[src/rtl/max_selector_seq.sv]
// max_selector_seq: streaming COUNT-sample max finder with position, start/valid/done handshake
module max_selector_seq #(
  parameter int WIDTH = 4,
  parameter int COUNT = 8,
  parameter int SIGNED = 0,
  localparam int IW = $clog2(COUNT),
  localparam int CW = $clog2(COUNT + 1)
) (
  input  logic             clk,
  input  logic             reset,
  input  logic             start,
  input  logic             valid,
  input  logic [WIDTH-1:0] d,
  output logic             busy,
  output logic             done,
  output logic [WIDTH-1:0] y,
  output logic [IW-1:0]    index
);
  typedef enum logic [1:0] {IDLE, SCAN, DONE} state_t;
  state_t state_q, state_d;
  logic [CW-1:0] cnt_q, cnt_d;
  logic [WIDTH-1:0] max_q, max_d, y_q, y_d;
  logic [IW-1:0] idx_q, idx_d, index_q, index_d;
  logic busy_q, busy_d, done_q, done_d;
  logic gt, take, last;
  always_comb begin
    state_d = state_q;
    cnt_d = cnt_q;
    max_d = max_q;
    idx_d = idx_q;
    y_d = y_q;
    index_d = index_q;
    gt = (SIGNED != 0) ? ($signed(d) > $signed(max_q)) : (d > max_q);
    take = (cnt_q == '0) || gt;
    last = cnt_q == CW'(COUNT - 1);
    if (state_q == IDLE) begin
      cnt_d = '0;
      state_d = start ? SCAN : IDLE;
    end else if (state_q == SCAN) begin
      if (valid) begin
        max_d = take ? d : max_q;
        idx_d = take ? cnt_q[IW-1:0] : idx_q;
        cnt_d = cnt_q + CW'(1);
        state_d = last ? DONE : SCAN;
        y_d = last ? max_d : y_q;
        index_d = last ? idx_d : index_q;
      end
    end else begin
      state_d = IDLE;
    end
    busy_d = state_d == SCAN;
    done_d = state_d == DONE;
  end
  always_ff @(posedge clk) begin
    if (reset) begin
      state_q <= IDLE;
      cnt_q <= '0;
      max_q <= '0;
      idx_q <= '0;
      y_q <= '0;
      index_q <= '0;
      busy_q <= 1'b0;
      done_q <= 1'b0;
    end else begin
      state_q <= state_d;
      cnt_q <= cnt_d;
      max_q <= max_d;
      idx_q <= idx_d;
      y_q <= y_d;
      index_q <= index_d;
      busy_q <= busy_d;
      done_q <= done_d;
    end
  end
  assign busy = busy_q;
  assign done = done_q;
  assign y = y_q;
  assign index = index_q;
endmodule

[config.mk]
export PLATFORM = sky130hd
export DESIGN_NAME = max_selector_seq
export DESIGN_NICKNAME = d
export VERILOG_FILES = /design/src/rtl/max_selector_seq.sv
export SDC_FILE = /design/constraint.sdc
export NUM_CORES = 1
export LEC_CHECK = 0
export CORE_MARGIN = 5
export CORE_UTILIZATION = 50
export CTS_BUF_LIST = sky130_fd_sc_hd__clkbuf_8 sky130_fd_sc_hd__clkbuf_16
export CTS_CLUSTER_SIZE = 30
export DETAILED_ROUTE_END_ITERATION = 6
export HOLD_SLACK_MARGIN = 0.06
export PLACE_DENSITY = 0.83
export SYNTH_ARGS = -nofsm -noshare
export SYNTH_HDL_FRONTEND = slang
export SYNTH_SLANG_ARGS = --single-unit
[constraint.sdc]
create_clock -name clk -period 1.97 [get_ports clk]
set_input_delay 0.4925 -clock clk [delete_from_list [all_inputs] [get_ports clk]]
set_output_delay 0.4925 -clock clk [all_outputs]
set_load 0.02 [all_outputs]
==> reports/qor.csv, run 1 <==
metric;value;unit
most frequent cells in the layout;20 x dfxtp_1, 15 x nand2b_1, 13 x nor2_1, 13 x buf_4, 12 x clkdlybuf4s50_1;
Final Hold Fails;0;
fin crit share;96.5;%
First DRT Iteration DRCs;49;
register area share after synthesis;38.9;%
Vias/cell;6.08;
crit start category;input pin;
Via Count;1082;
CTS Buf Count;3;
antenna violations before repair;0;
final total power;1050;µW
largest net degree at the start of global routing;28;
Initial Util;51.6;%
DP Wirelength;1830;µm
Syn. warnings;0;
Tmin final;1.90;ns
clock slew at reported path FFs;0.08;ns
#FFs+latches synth;22;
Fillers;122;
Top Ports;17;
Sw Pwr;243;µW
max-cap violation count;0;
WL final;3370;µm
Clock Skews;0.00707;ns
Skew-Pair Late Insertion Delay;0.26;ns
Crit. End Element;flop;
WS Path Type;input pin to flop;
Clock Sinks;22;
maximum vdd drop;0.000467;V
worst path arrival time;2.09;ns
combinational power share;16.1;%
clock root buffer;clkbuf_8;
H-tree levels;1;
Syn-to-layout area delta;46.8;%
Power Density;633;nW/µm²
relative slew slack;74.9;%
first-pass GRT wire length;5530;µm
Die Y;57.6;µm
fraction of layout cells with a size suffix above 1;28.7;%
DRC;0;
Die W;57.6;µm
fin nets;165;
unrepaired setup endpoints after global routing;no;
commonest non-fill, non-tap cell in the layout;dfxtp_1;
Longest Clk Path Bufs;2;
CTS tree;done;
CTS Hold Buffers Added;0;
row cnt;17;
vias in the first global route;1092;
Reg power frac;43.9;%
die area;3310;µm²
Max Clk Rate;0.526;GHz
Slew Viols, Final;0;
worst slew pin tran;0.367;ns
post-synthesis cell count;119;
Core Util, Final;75.8;%
Ant. Diodes;0;
drt pass-1 iters;4;
Post-Syn Area;1130;µm²
CP required;2.16;ns
Unique masters post-synth;28;
Clock power frac;40.0;%
P_int;808;µW
syn_nets;133;
CP max FO;5;
status;completed;
Lkg Pwr;0.000628;µW
Min-Delay Path Class;flop to flop;
gpl congestion;0.813;
Final setup viols;0;
sw frac;23.2;%
Syn Area/Cell;9.50;µm²
total gr overflow;0;
PortBufs;16;
PnR worst setup slack;0.0693;ns
Avg WL per Cell;18.9;µm
GRT Overall Usage;21.9;%
Setup WS pre-CTS;-0.387;ns
Routed Antenna Nets;0;
core box area;2190;µm²
per-stage QoR:
step	setup TNS, ns	hold slack (ns)	std cells	instance area, µm²
2_1_floorplan	0	0.449	119	1130
3_3_place_gp	-4.18	0.460	172	1410
3_5_place_dp	-4.80	0.473	172	1410
4_1_cts	0	0.484	178	1640
5_1_grt	0	0.513	178	1660
6_report	0	0.479	178	1660
worst max-delay path: stages:
cell and delay (ns):
dlygate4sd2_1 0.28, ha_4 0.29, nor2b_4 0.19, o211ai_4 0.16, a211oi_4 0.33, buf_6 0.17
mux2i_1 0.19
routing by layer:
metal / GRT usage [%] / vias to the layer above / wire, µm / part of all wire [%]
met5: 0 / - / 0 / 0
met4: 11.9 / 0 / 96 / 2.8
met3: 3.62 / 12 / 191 / 5.7
met2: 34.5 / 53 / 1650 / 49
met1: 28.2 / 519 / 1430 / 42
li1: - / 498 / - / -
worst paths after layout:
kind / start / to / slack (ns) / depth (start not counted)
max: d[1] / max_q[3] / 0.07 / 7
min: max_q[2] / max_q[2] / 0.48 / 2
max reg2reg: cnt_q[0] / max_q[3] / 0.11 / 8
min reg2reg: max_q[2] / max_q[2] / 0.48 / 2
final cells by class:
| cell class | instances | area (µm²) | area share (%) |
|---|---|---|---|
| multi-input combinational | 86 | 806 | 48.5 |
| sequential | 22 | 443 | 26.7 |
| timing repair buffer | 32 | 283 | 17.0 |
| clock buffer | 3 | 41.3 | 2.49 |
| tap | 28 | 35.0 | 2.11 |
| clock inverter | 1 | 30.0 | 1.81 |
| inverter | 6 | 22.5 | 1.36 |
cells in the mapped netlist, drive strengths merged:
cell type	count	area (µm²)
a2111oi	8	70.1
a211oi	4	42.5
a21bo	1	10.0
a21o	1	7.51
a21oi	2	10.0
a221oi	1	8.76
a311oi	4	35.0
and2	1	6.26
and3b	1	8.76
and4b	1	10.0
buf	2	16.3
clkbuf	4	15.0
dfxtp	22	440
ha	6	75.1
inv	6	22.5
mux2i	6	60.1
nand2	4	15.0
nand2b	15	93.8
nand4	2	12.5
nor2	13	48.8
nor2b	3	18.8
nor3b	1	12.5
o211ai	1	12.5
o21bai	7	52.6
o32ai	1	8.76
xor2	2	17.5
what timing repair did:
action | in CTS | in global routing
endpoints found under the setup margin | 13 | 12
cloned | 1 | 0
pin swaps | 4 | 3
resized for setup | 29 | 9
setup buffers | 1 | 0
power groups by stage:
stage               sequential, µW  clock [µW]  combinational (µW)
floorplan                      470           0                66.9
global placement               470           0                 113
detailed placement             471           0                 117
CTS                            461         425                 158
global route                   463         453                 180
finish                         462         420                 170
cell families after synthesis:
family,synth area share (%)
simple gates,20.0
compound gates,22.8
flops,38.9
buf+inv,4.76
mux,5.31
fa+ha+maj,6.64
xor+xnor,1.55
state kept, by name (all words and copies together) (netlist names):
| register | count |
|---|---|
| cnt_q | 4 |
| max_q | 4 |
| y | 4 |
| idx_q | 3 |
| index | 3 |
| state_q | 2 |
| busy | 1 |
| done | 1 |
Note: power is estimated with default switching activity, not from simulation.
==> run 2, diff against run 1 <==
--- a/config.mk
+++ b/config.mk
@@ -12,6 +12,7 @@
 export DETAILED_ROUTE_END_ITERATION = 6
 export HOLD_SLACK_MARGIN = 0.06
 export PLACE_DENSITY = 0.83
+export SLEW_MARGIN = 20
 export SYNTH_ARGS = -nofsm -noshare
 export SYNTH_HDL_FRONTEND = slang
 export SYNTH_SLANG_ARGS = --single-unit
==> results of run 2 <==
Final layout, timing and power as in run 1 (identical DEF).
